[config.mk]
export PLATFORM = sky130hd
export DESIGN_NAME = store_queue
export DESIGN_NICKNAME = d
export VERILOG_FILES = /design/src/rtl/store_queue_pkg.sv /design/src/rtl/store_queue_fwd.sv /design/src/rtl/store_queue.sv
export SDC_FILE = /design/constraint.sdc
export NUM_CORES = 1
export LEC_CHECK = 0
export ABC_AREA = 1
export ABC_CLOCK_PERIOD_IN_PS = 4800
export CAP_MARGIN = 20
export CORE_ASPECT_RATIO = 0.5
export CORE_UTILIZATION = 57
export DETAILED_ROUTE_END_ITERATION = 10
export PLACE_DENSITY = 0.79
export REMOVE_ABC_BUFFERS = 1
export SLEW_MARGIN = 25
export SYNTH_ARGS = -nofsm -noshare
export SYNTH_HDL_FRONTEND = slang
export SYNTH_SLANG_ARGS = --single-unit
[constraint.sdc]
create_clock -name clk -period 4.8 [get_ports clk]
set_clock_uncertainty 0.05 [all_clocks]
set_input_delay 0.96 -clock clk [delete_from_list [all_inputs] [get_ports clk]]
set_output_delay 0.96 -clock clk [all_outputs]
set_load 0.05 [all_outputs]
[src/rtl/store_queue_pkg.sv]
// Shared types and default widths for the store queue.
// The entry struct gives the canonical layout at the default widths.
package store_queue_pkg;

  localparam int unsigned NUM_D_REG  = 32;
  localparam int unsigned DEF_DATA_W = 16;
  localparam int unsigned DEF_ADDR_W = 16;
  localparam int unsigned DEF_TAG_W  = $clog2(NUM_D_REG);

  typedef struct packed {
    logic [DEF_DATA_W-1:0] data;
    logic [DEF_ADDR_W-1:0] mem_addr;
    logic [DEF_TAG_W-1:0]  reg_tag;
  } sq_entry_t;

endpackage

[src/rtl/store_queue_fwd.sv]
// Store-to-load forwarding match: among valid entries whose address equals
// ld_addr, returns the data of the youngest one.
module store_queue_fwd
  import store_queue_pkg::*;
#(
  parameter int unsigned DEPTH  = 8,
  parameter int unsigned DATA_W = DEF_DATA_W,
  parameter int unsigned ADDR_W = DEF_ADDR_W,
  parameter int unsigned IDX_W  = 3
) (
  input  logic [DEPTH-1:0]  valid,
  input  logic [ADDR_W-1:0] addr [DEPTH],
  input  logic [DATA_W-1:0] data [DEPTH],
  input  logic [IDX_W-1:0]  head,
  input  logic [ADDR_W-1:0] ld_addr,
  output logic              hit,
  output logic [DATA_W-1:0] hit_data
);

  localparam int unsigned SW = IDX_W + 1;

  logic [SW-1:0]    sum;
  logic [IDX_W-1:0] idx;

  // Walk oldest to youngest from head; a later match overrides an earlier one.
  always_comb begin
    hit      = 1'b0;
    hit_data = '0;
    sum      = '0;
    idx      = '0;
    for (int unsigned k = 0; k < DEPTH; k++) begin
      sum = {1'b0, head} + SW'(k);
      if (sum >= SW'(DEPTH)) begin
        sum = sum - SW'(DEPTH);
      end
      idx = sum[IDX_W-1:0];
      if (valid[idx] && (addr[idx] == ld_addr)) begin
        hit      = 1'b1;
        hit_data = data[idx];
      end
    end
  end

endmodule

[src/rtl/store_queue.sv]
// In-order store queue with ready/valid on both ends, occupancy, flush and
// youngest-match store-to-load forwarding.
module store_queue
  import store_queue_pkg::*;
#(
  parameter int unsigned DEPTH  = 8,
  parameter int unsigned DATA_W = DEF_DATA_W,
  parameter int unsigned ADDR_W = DEF_ADDR_W,
  parameter int unsigned TAG_W  = $clog2(NUM_D_REG),
  localparam int unsigned IDX_W = $clog2(DEPTH),
  localparam int unsigned CNT_W = $clog2(DEPTH + 1)
) (
  input  logic              clk,
  input  logic              n_rst,
  input  logic              flush,
  input  logic              push_valid,
  output logic              push_ready,
  input  logic [DATA_W-1:0] push_data,
  input  logic [ADDR_W-1:0] push_addr,
  input  logic [TAG_W-1:0]  push_tag,
  output logic              pop_valid,
  input  logic              pop_ready,
  output logic [DATA_W-1:0] pop_data,
  output logic [ADDR_W-1:0] pop_addr,
  output logic [TAG_W-1:0]  pop_tag,
  input  logic [ADDR_W-1:0] ld_addr,
  output logic              ld_hit,
  output logic [DATA_W-1:0] ld_data,
  output logic [CNT_W-1:0]  count,
  output logic              full,
  output logic              empty
);

  typedef struct packed {
    logic [DATA_W-1:0] data;
    logic [ADDR_W-1:0] mem_addr;
    logic [TAG_W-1:0]  reg_tag;
  } entry_t;

  logic             push_fire;
  logic             pop_fire;
  logic [IDX_W-1:0] head_q, head_d;
  logic [IDX_W-1:0] tail_q, tail_d;
  logic [CNT_W-1:0] count_q, count_d;
  logic [DEPTH-1:0] valid_q, valid_d;
  entry_t           mem_q [DEPTH];
  entry_t           push_entry;

  logic [ADDR_W-1:0] ent_addr [DEPTH];
  logic [DATA_W-1:0] ent_data [DEPTH];

  // Explicit wrap so non-power-of-two depths work without a modulo.
  function automatic logic [IDX_W-1:0] ptr_inc(input logic [IDX_W-1:0] p);
    return (p == IDX_W'(DEPTH - 1)) ? '0 : p + IDX_W'(1);
  endfunction

  assign full       = (count_q == CNT_W'(DEPTH));
  assign empty      = (count_q == '0);
  assign count      = count_q;
  assign push_ready = ~full;
  assign pop_valid  = ~empty;
  assign push_fire  = push_valid & push_ready;
  assign pop_fire   = pop_valid & pop_ready;

  assign push_entry = '{data: push_data, mem_addr: push_addr, reg_tag: push_tag};

  assign pop_data = mem_q[head_q].data;
  assign pop_addr = mem_q[head_q].mem_addr;
  assign pop_tag  = mem_q[head_q].reg_tag;

  always_comb begin
    head_d  = head_q;
    tail_d  = tail_q;
    count_d = count_q;
    valid_d = valid_q;
    if (flush) begin
      head_d  = '0;
      tail_d  = '0;
      count_d = '0;
      valid_d = '0;
    end else begin
      if (push_fire) begin
        tail_d          = ptr_inc(tail_q);
        valid_d[tail_q] = 1'b1;
      end
      if (pop_fire) begin
        head_d          = ptr_inc(head_q);
        valid_d[head_q] = 1'b0;
      end
      case ({push_fire, pop_fire})
        2'b10:   count_d = count_q + CNT_W'(1);
        2'b01:   count_d = count_q - CNT_W'(1);
        default: count_d = count_q;
      endcase
    end
  end

  always_ff @(posedge clk) begin
    if (!n_rst) begin
      head_q  <= '0;
      tail_q  <= '0;
      count_q <= '0;
      valid_q <= '0;
    end else begin
      head_q  <= head_d;
      tail_q  <= tail_d;
      count_q <= count_d;
      valid_q <= valid_d;
    end
  end

  always_ff @(posedge clk) begin
    for (int unsigned i = 0; i < DEPTH; i++) begin
      if (!n_rst) begin
        mem_q[i] <= '0;
      end else if (push_fire && !flush && (tail_q == IDX_W'(i))) begin
        mem_q[i] <= push_entry;
      end
    end
  end

  always_comb begin
    for (int unsigned i = 0; i < DEPTH; i++) begin
      ent_addr[i] = mem_q[i].mem_addr;
      ent_data[i] = mem_q[i].data;
    end
  end

  store_queue_fwd #(
    .DEPTH  (DEPTH),
    .DATA_W (DATA_W),
    .ADDR_W (ADDR_W),
    .IDX_W  (IDX_W)
  ) u_fwd (
    .valid    (valid_q),
    .addr     (ent_addr),
    .data     (ent_data),
    .head     (head_q),
    .ld_addr  (ld_addr),
    .hit      (ld_hit),
    .hit_data (ld_data)
  );

endmodule

# --- Word level (Yosys, flattened, before mapping) ---
# Memory sizes are Yosys's and may differ from the RTL's. A register that Yosys moved wholly into a read port is not among the register bits.
# Index checks and enable logic that the tools add are counted.
# W data, S select, Z words.
classes:
  n_addsub: 19
  n_lt_le_gt_ge: 28
  eq_ne: 19
  n_mux: 133
  bitwise: 24
  reduce_logical: 24
op_table:
  columns: ["cell", "n"]
  rows:
  - ["$bmux W16 S3", 16]
  - ["$mux W16", 40]
  - ["$mux W37", 8]
  - ["$eq A16 B16 Y1", 8]
  - ["$ge A4 B4 Y1 const B", 15]
  - ["$mux W1", 43]
  - ["$lt A3 B4 Y1 const B", 10]
  - ["$mux W3", 12]
  - ["$not A3 Y4", 8]
  - ["$bmux W1 S3", 8]
  - ["$mux W8", 3]
  - ["$sub A3 B1 Y3 const B", 8]
  - ["$logic_and A1 B1 Y1", 19]
  - ["$add A3 B3 Y4 const B", 4]
  - ["$eq A3 B3 Y1 const B", 5]
  - ["$add A3 B2 Y4 const B", 2]
  - ["$and A8 B8 Y8", 1]
  - ["$not A8 Y8", 1]
  - ["$or A1 B1 Y1", 8]
  - ["$or A8 B8 Y8", 1]
  - ["$pmux W4 S2", 1]
  - ["$add A3 B1 Y3 const B", 2]
  - ["$demux W1 S3", 2]
  - ["$eq A3 B2 Y1 const B", 2]
  - ["16 further kinds", 20]
totals:
  reg_bits: 18
  ram_bits: 296
  elab_cells: 252
  mem_count: 1
mem_list:
  columns: ["memory", "depth", "width", "rd", "rd_ports_with_merged_regs", "write_ports", "line", "source"]
  rows:
  - ["mem_q", 8, 37, 9, 1, 8, "store_queue.sv:46", "entry_t mem_q [DEPTH];"]

# --- Depth between registers and ports, before layout ---
depth:
  word_depth: 16
  mapped_depth: 29

# --- Modules after synthesis ---
# Synthesis repeated with hierarchy kept, for this count alone.
hier_totals:
  cells_unflattened: 4224
  hier_area_um2: 27181.1
modules_own_cells:
  columns: ["mod", "instances", "cells_per_inst", "area_per_inst_um2"]
  rows:
  - ["store_queue", 1, 1357, 14163.6]
  - ["store_queue_fwd", 1, 2867, 13017.5]

# --- Worst setup path before layout ---
# No wires, ideal clock.
synth_path:
  path_type: "reg-to-output"
  from: "register head_q[2]"
  to: "output ld_data[10]"
  t_arrival_ns: 3.930
  required_ns: 3.790
  setup_slack_ns: -0.140
  path_stages_with_launch: 21
  path_buffers: 7
  cell_sequence: "dfxtp_1 buf_4 clkinv_1 buf_2 buf_2 buf_1 ha_1 inv_1 buf_2 clkbuf_1 nand3_1 nand2_1 xor2_1 nand2_1 nor4_1 nand4_1 clkbuf_1 nor3_1 nor2_1 nand2_1 nand2_1"
synth_via:
  elab_chain_cells: 16
  word_cells_on_any_way: 127
  classes_between: "add/sub: 15; order compare: 8; eq/ne: 8; mux: 80; bitwise: 8; reduce/logical: 8"
synth_rtl:
  columns: ["element", "line", "source"]
  rows:
  - ["start: declaration", "store_queue.sv:42", "logic [IDX_W-1:0] head_q, head_d;"]
  - ["start signal: assignment", "store_queue.sv:100", "head_q <= '0;"]
  - ["start signal: assignment", "store_queue.sv:105", "head_q <= head_d;"]
  - ["$add A3 B1 Y4 (tied with other cells)", "store_queue_fwd.sv:32", "sum = {1'b0, head} + SW'(k);"]
  - ["$ge A4 B4 Y1 (tied with other cells)", "store_queue_fwd.sv:33", "if (sum >= SW'(DEPTH)) begin"]
  - ["$mux W3 or $not A3 Y4 (tied branches)", "store_queue_fwd.sv:33, store_queue_fwd.sv:37, store_queue_fwd.sv:39", null]
  - ["$not A3 Y4 (not written as such) or $bmux W16 S3 (tied branches)", "store_queue_fwd.sv:37, store_queue_fwd.sv:39", null]
  - ["$bmux W16 S3 or $mux W16 (tied branches)", "store_queue_fwd.sv:37", "if (valid[idx] && (addr[idx] == ld_addr)) begin"]
  - ["$mux W16 (not written as such)", "store_queue_fwd.sv:37", null]
  - ["$mux W16 (not written as such) or $eq A16 B16 Y1 (tied branches)", "store_queue_fwd.sv:37", null]
  - ["$eq A16 B16 Y1 or $logic_and A1 B1 Y1 (tied branches)", "store_queue_fwd.sv:37", null]
  - ["$logic_and A1 B1 Y1 or $mux W16 (tied branches)", "store_queue_fwd.sv:37", null]
  - ["$mux W16 (6 in series)", "store_queue_fwd.sv:37", null]
  - ["$mux W16 (*)", "store_queue_fwd.sv:37", null]
  - ["end: declaration", "store_queue.sv:28", "output logic [DATA_W-1:0] ld_data,"]
# Every way passes the cells marked *; elsewhere a longest branch is shown, timed or not. The select of a mux whose other input is x is not followed.

# --- Final worst setup path ---
layout_path:
  from: "register head_q[0]"
  to: "output ld_data[15]"
# The elaborated chain is that of the path after synthesis.

==> summary.txt <==
Status
  • Outcome: complete, but fails checks
  • Failing checks: setup timing

Critical path
  • Critical R2R Launch: count[1]
  • Longest individual stage delay on the worst path: 410 ps
  • Stages on worst setup path: 22
  • Crit path from: head_q[0]
  • Worst setup path end: ld_data[15]
  • Slowest CP cell: dfxtp_4
  • Crit end category: output port
  • Arr. time, crit path: 3850 ps
  • Critical path type: reg -> out
  • Reg2Reg Setup Slack: 1900 ps
  • CP most frequent cell: nand2_1
  • Buf+Inv Stages, Crit Path: 6
  • Worst path cell trace: clkinv_8 > ha_4 > clkinv_8 > buf_12 > buf_16 > o21a_1 > nand2_1 > nand2_1 > xor2_1 > nor2_4 > nand3b_1 > nor2_4 > clkbuf_16 > nor2_1 > nand2_1 > nand2_1 > nand2_1 > nand2_1 > nand2_1 > nand2_1 > nand2_2 > buf_12
  • Capture point of the worst reg-to-reg path: mem_q[3][10]
  • Crit start category: register
  • R2r worst-path depth: 8
  • Crit-path max FO: 14
  • Worst endpoint required time: 3790 ps
  • CP top delay family: simple AND/OR/NAND/NOR gates

Logic synthesis
  • Syn_area_per_cell: 6.44 um^2
  • Synth Area in XOR/XNOR: 1.37%
  • Post-Synth Adder-Cell Area: 0.836%
  • Largest cells by area after synthesis: edfxtp_1 34%, nand2_1 16%, nor2_1 10%
  • Multiplexer share of the synthesized area: 2.51%
  • Yosys cell types: 44
  • Synth Area in Compound Gates: 13.4%
  • EDFF count, synth: 296
  • Area leader, netlist: edfxtp_1
  • Ys Warns: 0
  • Post-synth top area share: 33.8%
  • Top_reg_cell synth: edfxtp_1
  • Async S/R FF share, synth: 0%
  • Post-synthesis sequential area ratio: 35.3%
  • Simple-gate share of the synthesized area: 38.0%
  • Seq cells post-synth: 317
  • Mapped Area: 26300 um^2
  • Largest family of logic cells by synthesized area: simple AND/OR/NAND/NOR gates
  • Cells after Synth: 4091

Global route
  • First-pass GRT wire length: 151 mm
  • Largest net degree at the start of global routing: 165
  • Initial antenna violation count: 0
  • Number of global-route vias before repair: 26900
  • Grt total ovfl: 0
  • Overall Global Routing Usage: 41.1%

Drt
  • Routed via count: 29900
  • DR pass1 iterations: 7
  • Per-cell routed wire length: 21.5 um
  • Drt drc: 0
  • Final WL: 101 mm
  • Detailed Route Iter0 Violations: 5585
  • Vias per inst: 6.32
  • Remaining antenna violation count: 0

Power
  • Pwr Total: 8140 uW
  • Leakage power total: 0.0135 uW
  • PD cells: 266 nW/um^2
  • Worst vdd ir: 0.305 mV

STA
  • Final Hold Fails: 0
  • Setup_tns: -713 ps
  • Slew at the pin with the worst max-slew slack: 1060 ps
  • Tmin final: 4860 ps
  • F_max: 0.206 GHz
  • Final Max Tran Viols: 0
  • Hold slack: 432 ps
  • PnR worst setup slack: -64.4 ps
  • RSZ-0062 raised after global routing: yes
  • Max_slew headroom: 29.6%
  • Tcrit/Tclk final: 101%
  • # setup viols final: 17

Final layout
  • Register area: 9330 um^2
  • Number of nets in the layout: 4176
  • Final std cells w/o fill: 4723
  • Area of the multi-input gates: 15200 um^2
  • Ratio of cells with drive above 1 in the final layout: 7.71%
  • Fill count: 3915
  • Antenna fix cells: 0
  • Most common cell after layout, fill and taps aside: nand2_1
  • Final Util: 67.4%
  • Commonest non-fill, non-tap cells in the layout: 1097 x nand2_1, 693 x nor2_1, 503 x nand3_1, 425 x o21ai_0, 296 x edfxtp_1
  • Area growth from synthesis to layout: 16.0%

Hold path
  • Worst Hold Class: reg -> reg

Run
  • # Max-Cap Violations: 0

Floorplanning
  • DIE AREA: 47100 um^2
  • Starting density of the core: 58.1%
  • Chip height: 154 um
  • Ports: 120
  • Die Width: 306 um
  • Core Rows: 55
  • Core area: 45300 um^2

Clock tree
  • TritonCTS clock tree: built
  • # clock sinks: 317
  • Worst-path clk slew: 70 ps
  • Skew-Pair Late Insertion Delay: 600 ps
  • TritonCTS buffer count: 30
  • Clock root buffer: clkbuf_16
  • Htree depth: 1
  • Clock buffer depth: 3

Placed design
  • Gpl congestion: 1.09
  • Port Buffers: 119
  • Inst Count DP: 4618
  • DP HPWL: 63.2 mm
Yosys cell counts, types with 3 or more instances:
cell	instances
a211oi_1	4
o21ai_0	432
o21ai_1	29
ha_1	16
buf_2	86
buf_1	36
mux2i_1	66
clkbuf_1	147
nand4_1	26
clkinv_1	9
nor4_1	7
inv_1	254
xor2_1	37
a21oi_1	65
nor2_1	705
o211ai_1	43
nor3_1	25
o21a_1	3
and2_1	6
inv_2	10
nand2_1	1132
a221oi_1	3
edfxtp_1	296
nor2_2	5
a22o_1	3
a31oi_1	38
dfxtp_1	21
buf_4	14
o22ai_1	30
nand3_1	527
registers in the layout, summed over array words and instances, names as in the netlist, named ones only:
signal / count
mem_q: 296
valid_q: 8
count: 4
head_q: 3
tail_q: 3
layer usage:
| layer | global-route usage, % | routed length [um] | up-vias |
|---|---|---|---|
| met3 | 7.87 | 16400 | 378 |
| met2 | 61.4 | 42100 | 2375 |
| met1 | 59.0 | 38600 | 13500 |
| met5 | 0 | 0 | - |
| li1 | - | - | 13600 |
| met4 | 15.2 | 4410 | 0 |
where the power goes:
group	internal [uW]	switching, uW	total (uW)
Clock	1340	1170	2510
Combinational	763	1650	2410
Sequential	3130	83.9	3210
cells by family after synthesis:
| group | Yosys count |
|---|---|
| mux | 66 |
| compound gates | 655 |
| simple gates | 2440 |
| buf+inv | 557 |
| xor+xnor | 39 |
| flops | 317 |
| fa+ha+maj | 17 |
how the worst min path moves through the flow:
| stage | from | endpoint | slack (ps) | depth (start not counted) |
|---|---|---|---|---|
| 3_3_place_gp | valid_q[5] | valid_q[5] | 410 | 2 |
| 5_1_grt | valid_q[5] | valid_q[5] | 470 | 2 |
| 4_1_cts | valid_q[5] | valid_q[5] | 430 | 2 |
| 2_1_floorplan | valid_q[5] | valid_q[5] | 400 | 2 |
| 3_5_place_dp | valid_q[5] | valid_q[5] | 420 | 2 |
| 6_report | valid_q[5] | valid_q[5] | 430 | 2 |
timing repair:
action                     4_1_cts  5_1_grt
buffers inserted                 6       23
gates resized for setup         34       95
cloned                           8       13
hold buffers                     0        0
setup endpoints to repair       17       17
pin swaps                        4       20
area by class of cell:
class	instances	area share, %
Clock buffer	38	2.62
Tap cell	598	2.45
Clock inverter	18	0.573
Sequential cell	317	30.5
Multi-Input combinational cell	3217	49.6
Timing Repair Buffer	262	10.8
Inverter	273	3.47
worst reg2reg max path: cells and delay by family, from the launching register on:
family	cells	cell delay (ps)
buffers and inverters	2	790
flip-flops	1	410
AND/OR/NAND/NOR	6	1520
metrics by stage:
stage	setup WS, ps	area [um^2]
floorplan	-10980	25100
global placement	34.3	28300
global route	-192	30600
detailed placement	24.1	28300
finish	-64.4	30600
CTS	4.00	29700
Note: power is estimated with default switching activity, not from simulation.
